**config.mk**
```make
export PLATFORM = sky130hd
export DESIGN_NAME = i2c_fifo
export DESIGN_NICKNAME = d
export VERILOG_FILES = /design/src/rtl/i2c_pkg.sv /design/src/rtl/i2c_fifo_ram.sv /design/src/rtl/i2c_fifo.sv
export SDC_FILE = /design/constraint.sdc
export NUM_CORES = 1
export LEC_CHECK = 0
export CAP_MARGIN = 20
export CORE_MARGIN = 8
export CORE_UTILIZATION = 31
export DETAILED_ROUTE_END_ITERATION = 12
export PLACE_DENSITY_LB_ADDON = 0.3
export SLEW_MARGIN = 20
export SYNTH_ARGS = -nofsm -noshare
export SYNTH_HDL_FRONTEND = slang
export SYNTH_HIERARCHICAL = 1
export SYNTH_SLANG_ARGS = --single-unit
```
**constraint.sdc**
```tcl
create_clock -name clk -period 5.3 [get_ports clk]
set_input_delay 0.795 -clock clk [delete_from_list [all_inputs] [get_ports clk]]
set_output_delay 0.795 -clock clk [all_outputs]
set_load 0.005 [all_outputs]
```
**src/rtl/i2c_pkg.sv**
```systemverilog
// Shared I2C block constants: byte width and FIFO geometry used by the
// controller, the FIFOs and the top level.
package i2c_pkg;

    localparam int I2C_DATA_WIDTH      = 8;
    localparam int I2C_FIFO_ADDR_WIDTH = 4;
    localparam int I2C_FIFO_AF_LVL     = 12;

endpackage

```
**src/rtl/i2c_fifo_ram.sv**
```systemverilog
// Simple dual-port storage: synchronous write, asynchronous read, no reset,
// so a vendor RAM with an output bypass can drop in here.
module i2c_fifo_ram #(
    parameter int DATA_WIDTH = 8,
    parameter int ADDR_WIDTH = 4
) (
    input  logic                  clk,
    input  logic                  we,
    input  logic [ADDR_WIDTH-1:0] waddr,
    input  logic [DATA_WIDTH-1:0] wdata,
    input  logic [ADDR_WIDTH-1:0] raddr,
    output logic [DATA_WIDTH-1:0] rdata
);

    logic [DATA_WIDTH-1:0] mem [2**ADDR_WIDTH];

    always_ff @(posedge clk) begin
        if (we)
            mem[waddr] <= wdata;
    end

    assign rdata = mem[raddr];

endmodule

```
**src/rtl/i2c_fifo.sv**
```systemverilog
// Show-ahead byte FIFO between the host and the I2C master controller.
// Pointers carry an extra wrap bit so full/empty/usedw fall out of them directly.
module i2c_fifo
    import i2c_pkg::*;
#(
    parameter int DATA_WIDTH      = I2C_DATA_WIDTH,
    parameter int ADDR_WIDTH      = I2C_FIFO_ADDR_WIDTH,
    parameter int ALMOST_FULL_LVL = I2C_FIFO_AF_LVL
) (
    input  logic                  clk,
    input  logic                  reset,
    input  logic                  clear,
    input  logic                  write,
    input  logic [DATA_WIDTH-1:0] data_in,
    input  logic                  read,
    output logic [DATA_WIDTH-1:0] data_out,
    output logic                  empty,
    output logic                  full,
    output logic                  almost_full,
    output logic [ADDR_WIDTH:0]   usedw,
    output logic                  overflow,
    output logic                  underflow
);

    logic [ADDR_WIDTH:0]   wr_ptr, rd_ptr;
    logic [DATA_WIDTH-1:0] ram_q;
    logic                  wr_en, rd_en;

    assign usedw       = wr_ptr - rd_ptr;
    assign empty       = (wr_ptr == rd_ptr);
    assign full        = (wr_ptr[ADDR_WIDTH-1:0] == rd_ptr[ADDR_WIDTH-1:0]) &&
                         (wr_ptr[ADDR_WIDTH] != rd_ptr[ADDR_WIDTH]);
    assign almost_full = (int'(usedw) >= ALMOST_FULL_LVL);
    assign data_out    = empty ? '0 : ram_q;

    // A write into a full FIFO is accepted only when a pop frees the slot this edge.
    assign wr_en = write & (~full | read) & ~clear;
    assign rd_en = read & ~empty & ~clear;

    always_ff @(posedge clk or posedge reset) begin
        if (reset) begin
            wr_ptr    <= '0;
            rd_ptr    <= '0;
            overflow  <= 1'b0;
            underflow <= 1'b0;
        end else if (clear) begin
            wr_ptr    <= '0;
            rd_ptr    <= '0;
            overflow  <= 1'b0;
            underflow <= 1'b0;
        end else begin
            if (wr_en)
                wr_ptr <= wr_ptr + 1'b1;
            if (rd_en)
                rd_ptr <= rd_ptr + 1'b1;
            if (write & ~wr_en)
                overflow <= 1'b1;
            if (read & empty)
                underflow <= 1'b1;
        end
    end

    i2c_fifo_ram #(
        .DATA_WIDTH(DATA_WIDTH),
        .ADDR_WIDTH(ADDR_WIDTH)
    ) u_ram (
        .clk  (clk),
        .we   (wr_en),
        .waddr(wr_ptr[ADDR_WIDTH-1:0]),
        .wdata(data_in),
        .raddr(rd_ptr[ADDR_WIDTH-1:0]),
        .rdata(ram_q)
    );

endmodule

```
==> impl_metrics.ini, run 1 <==
[floorplanning]
dieArea_mm2 = 0.0234
ios = 31
die_h_um = 153
rows = 50
start_util_pct = 31.4
die_w_um = 153
coreArea_mm2 = 0.0186

[critical_path]
path_class = reg -> out
path_max_fanout = 23
critPathMaxStageDelay_ps = 640
cp.required_ps = 4510
cp_slowest_cell = dfrtp_2
crit_chain = buf_4 > mux4_1 > a22oi_1 > nand2_1 > nor2b_1 > clkdlybuf4s50_1
critPathArrivalTime_ps = 3140
cp-start-kind = register
end_kind = output pin

[logic_synthesis]
synth_top_family_by_area = multiplexers
synth-xor-area-share_pct = 1.61
synth_adder_area_share_pct = 1.63
synth.area.top_cells = edfxtp_1, mux4_2, mux4_1
seq_area_frac_synth_pct = 71.1
postSynth.asyncResetShare_pct = 8.57
synth_cell_types = 41
synthCells = 309
synthSimpleGateAreaFrac_pct = 5.84
synth_warnings = 6
yosysTopAreaCellShare_pct = 66.0
postSynthAreaPerCell_um2 = 18.9
synth-edff-count = 128
synth_top_cell_by_area = edfxtp_1
synth_compound_area_share_pct = 4.21
syn_area_mm2 = 0.00583
dominantRegCellSynth = edfxtp_1
muxShareOfSynthArea_pct = 13.6
syn-num-nets = 329
synth_seq_cells = 140

[routing]
vias = 2949
routedWlPerCell_um = 20.7
viasPerCell = 4.92
antenna_left = 0
dr.pass1.iters = 4
routed_wirelength_um = 12400
initialDrtViolationCount = 227
post-route-drc-count = 0

[clock_tree]
cts_tree = done
cts-root-buf = clkbuf_16
clk_latency_ps = 420
cts_post_setup_buffers_inserted = 0
numCtsBuffers = 17
postCtsHoldBufs = 0
cts.clk_slew.worst_paths_ps = 60
cts_resized = 0
cts.path.max_buffers = 2
ctsHtreeMaxLevel = 4
cts_num_sinks = 140

[sta]
period_needed_ps = 3940
worstMarginPinSlew_ps = 1040
hold_viol_final = 0
fmax_mhz = 254
rsz0062_at_grt = no
maxSlewHeadroom_pct = 30.6
clock_skew_ps = 6.51
finalSetupViolations = 0
tns_ps = 0
slew_violations = 0
post-route-period-util_pct = 74.3

[layout]
drive_above_1_share_pct = 16.4
syn2layout_area_growth_pct = 19.8
nets = 373
mostFrequentLayoutCell = edfxtp_1
final_cell_mix = edfxtp_1, clkdlybuf4s50_1, nor2_1
post-route-util_pct = 37.6
insertedDiodeCount = 0

[flow_run]
maxCapViolations = 0

[pwr]
pwr_density_cell_mw_per_mm2 = 409
p_leak_nw = 2.26
max-vdd-ir-drop_uv = 232

[global_routing]
antenna_found_initial = 0
grt_remaining_overflow = 0
grt_max_degree = 37
grt_pass1_wl_um = 19100
grt_usage_pct = 11.0
grt_pass1_vias = 3161

[worst_hold_path]
min_path_type = reg -> reg

[place]
port_buffers = 30
hpwlAfterDp_um = 8010
gp_congestion = 0.755

[outcome]
status = complete, no violations
-- layout make-up --
class | count | area [um2]
Clock inverter | 15 | 179
Sequential cell | 140 | 4150
Tap cell | 234 | 293
Fill cell | 1679 | 11600
Clock buffer | 17 | 425
Inverter | 7 | 26.3
Timing Repair Buffer | 36 | 345
Multi-Input combinational cell | 151 | 1570
-- power breakdown --
group	total (W)	internal [W]	switching [W]
Clock	0.00121	0.000776	0.000430
Combinational	0.000407	0.000226	0.000181
Sequential	0.00124	0.00122	0.0000242
Total	0.00286	0.00222	0.000635
-- logic make-up (layout without fill, tap and decap cells) --
family | Yosys count | after routing
flops | 140 | 140
simple gates | 67 | 67
compound gates | 34 | 34
mux | 34 | 34
buf+inv | 18 | 75
xor+xnor | 9 | 9
fa+ha+maj | 7 | 7
-- routing by layer --
metal	up-vias	share of wire (%)	GRT usage, %	routed length, um
met1	1534	45	13.9	5560
li1	1347	-	-	-
met3	14	3.7	2.82	455
met2	54	50	17.8	6180
met5	-	0	0	0
met4	0	1.6	4.43	196
-- cells in the mapped netlist (2+ instances only) --
library cell and instances:
buf_6 3, mux2i_1 2, clkdlybuf4s25_2 3, nor3_1 5, ha_1 6, xor2_1 4, mux4_1 14, o21ai_0 5
or3_1 4, nand2b_1 2, nand3_1 4, nand2_1 9, a22oi_1 16, nor2b_1 10, buf_2 3, inv_1 7
dfrtp_1 12, xnor2_1 3, and2_1 2, mux4_2 18, nand3b_1 2, nor2_1 24, edfxtp_1 128, a21oi_1 6
-- metrics by stage --
| stage | worst slack [ps] | power (W) | cell area, um2 | std cells | hold slack, ps |
|---|---|---|---|---|---|
| 2_1_floorplan | 2450 | 0.00152 | 5830 | 309 | 486 |
| 3_3_place_gp | 1710 | 0.00168 | 6380 | 568 | 478 |
| 3_5_place_dp | 1660 | 0.00169 | 6380 | 568 | 493 |
| 4_1_cts | 1200 | 0.00289 | 6980 | 600 | 506 |
| 5_1_grt | 1100 | 0.00297 | 6980 | 600 | 542 |
| 6_report | 1360 | 0.00286 | 6980 | 600 | 499 |
-- worst max-delay path, delay by kind of cell (launching register included) --
kind / cells / cell delay, ps
AO/OA/AOI/OAI: 1 / 260
buffers and inverters: 2 / 950
flip-flops: 1 / 640
multiplexers: 1 / 620
AND/OR/NAND/NOR: 2 / 240
-- flip-flops by register name, indices dropped and copies added (netlist names) --
name / count
u_ram/mem: 128
overflow: 1
rd_ptr: 5
underflow: 1
wr_ptr: 5
-- final timing paths --
path	startpoint	to	slack, ps	cells after the start
worst min register to register	overflow	overflow	500	2
worst max-delay path	rd_ptr[0]	data_out[2]	1360	6
min in group asynchronous	reset	underflow	700	2
max in group asynchronous	reset	rd_ptr[0]	4240	2
worst max register to register	rd_ptr[1]	u_ram/mem[1][5]	1760	8
worst min-delay path	overflow	overflow	500	2
Note: power is estimated with default switching activity, not from simulation.
==> inputs of run 2 (changes only) <==
==> constraint.sdc (replaced) <==
create_clock -name clk -period 4.06 [get_ports clk]
set_input_delay 0.609 -clock clk [delete_from_list [all_inputs] [get_ports clk]]
set_output_delay 0.609 -clock clk [all_outputs]
set_load 0.005 [all_outputs]
==> impl_metrics.ini, run 2 (same netlist as run 1, synthesis figures left out) <==
[place]
placedCellCount = 575
post_dp_cell_area_mm2 = 0.00644
gp_congestion = 0.777
port_buffers = 30
hpwlAfterDp_um = 8120

[sta]
tns_ps = 0
fmax_mhz = 281
hold_viol_final = 0
worstMarginPinSlew_ps = 953
finalSetupViolations = 0
slew_violations = 0
clock_skew_ps = 9.51
rsz0062_at_grt = no
maxSlewHeadroom_pct = 36.2
period_needed_ps = 3560
post-route-period-util_pct = 87.7

[layout]
syn2layout_area_growth_pct = 20.2
final_cell_area_mm2 = 0.00701
multiInputGateArea_mm2 = 0.00157
top_register = u_ram/mem
instances_no_fill = 606
post-route-util_pct = 37.7
num-fill-cells = 1704
biggestRegsByFlops = u_ram/mem x128, rd_ptr x5, wr_ptr x5
seqCellArea_mm2 = 0.00415
final_cell_mix = edfxtp_1, clkdlybuf4s50_1, nor2_1
mostFrequentLayoutCell = edfxtp_1
largest_reg_flops = 128
nets = 380
drive_above_1_share_pct = 17.2
insertedDiodeCount = 0

[clock_tree]
cts_post_setup_buffers_inserted = 0
cts-root-buf = clkbuf_16
cts.path.max_buffers = 2
cts_tree = done
ctsHtreeMaxLevel = 4
cts.clk_slew.worst_paths_ps = 50
cts_resized = 0
cts_num_sinks = 140
numCtsBuffers = 17
clk_latency_ps = 410
postCtsHoldBufs = 0

[floorplanning]
start_util_pct = 31.4
die_h_um = 153
dieArea_mm2 = 0.0234
die_w_um = 153
ios = 31
coreArea_mm2 = 0.0186
rows = 50

[routing]
vias = 2994
antenna_left = 0
viasPerCell = 4.94
dr.pass1.iters = 4
initialDrtViolationCount = 190
routedWlPerCell_um = 19.9
routed_wirelength_um = 12100
post-route-drc-count = 0

[critical_path]
path_max_fanout = 10
path_class = reg -> out
end_kind = output pin
cp.required_ps = 3450
cp-start-kind = register
critPathArrivalTime_ps = 2950

[global_routing]
antenna_found_initial = 0
grt_pass1_vias = 3169
grt_max_degree = 36
grt_pass1_wl_um = 18900
grt_usage_pct = 10.8
grt_remaining_overflow = 0

[flow_run]
maxCapViolations = 0

[pwr]
finalPower_w = 0.00366
max-vdd-ir-drop_uv = 259
pwr_density_cell_mw_per_mm2 = 523
p_leak_nw = 2.28

[worst_hold_path]
min_path_type = reg -> reg

[outcome]
status = complete, no violations
-- run 2: cell count changes in the layout (fill, tap and decap cells not counted) --
cell and change:
buf_12 +1, bufinv_16 -1, clkbuf_1 +4, clkinv_4 -2, clkinv_1 -2, buf_4 +6
-- run 2: cell type report --
cell class | count | area share (%)
flip-flops and latches | 140 | 59.2
multi-input cells | 151 | 22.4
clock buffers | 21 | 6.29
repair buffers | 43 | 5.86
well taps | 234 | 4.18
clock inverters | 10 | 1.77
inverters | 7 | 0.375
-- run 2: final timing paths --
kind                           start              end  slack [ps]  cells after the start
max                        rd_ptr[2]      data_out[3]         500                      6
min                        underflow        underflow         490                      2
max reg2reg                rd_ptr[0]  u_ram/mem[0][0]         890                      7
min reg2reg                underflow        underflow         490                      2
max in group asynchronous      reset        rd_ptr[0]        3190                      2
min in group asynchronous      reset        wr_ptr[2]         520                      2
-- run 2: worst max-delay path, cell delays in order (launching register included) --
cell	delay, ps
dfrtp_1	470
inv_1	130
ha_1	380
nand4_2	290
nor2_2	590
nor2b_1	180
clkdlybuf4s50_1	490
-- run 2: per-stage QoR --
step	setup WS, ps	hold WS [ps]
after detailed placement	870	495
after global placement	972	480
after CTS	496	508
after global routing	321	556
final	501	493
after floorplan	1210	474
-- run 2: layer usage --
layer  vias up  share of wire (%)  GRT usage [%]
met5         -                  0              0
met4         0                2.9           6.31
met3        21                2.9           2.34
met2        52                 47           16.6
met1      1560                 47           13.9
li1       1361                  -              -
-- run 2: where the power goes --
part	switching [W]	leakage (nW)	total [W]	internal [W]
Combinational	0.000243	0.695	0.000547	0.000304
Clock	0.000542	0.273	0.00149	0.000951
Sequential	0.0000305	1.32	0.00162	0.00159
Total	0.000816	2.28	0.00366	0.00285
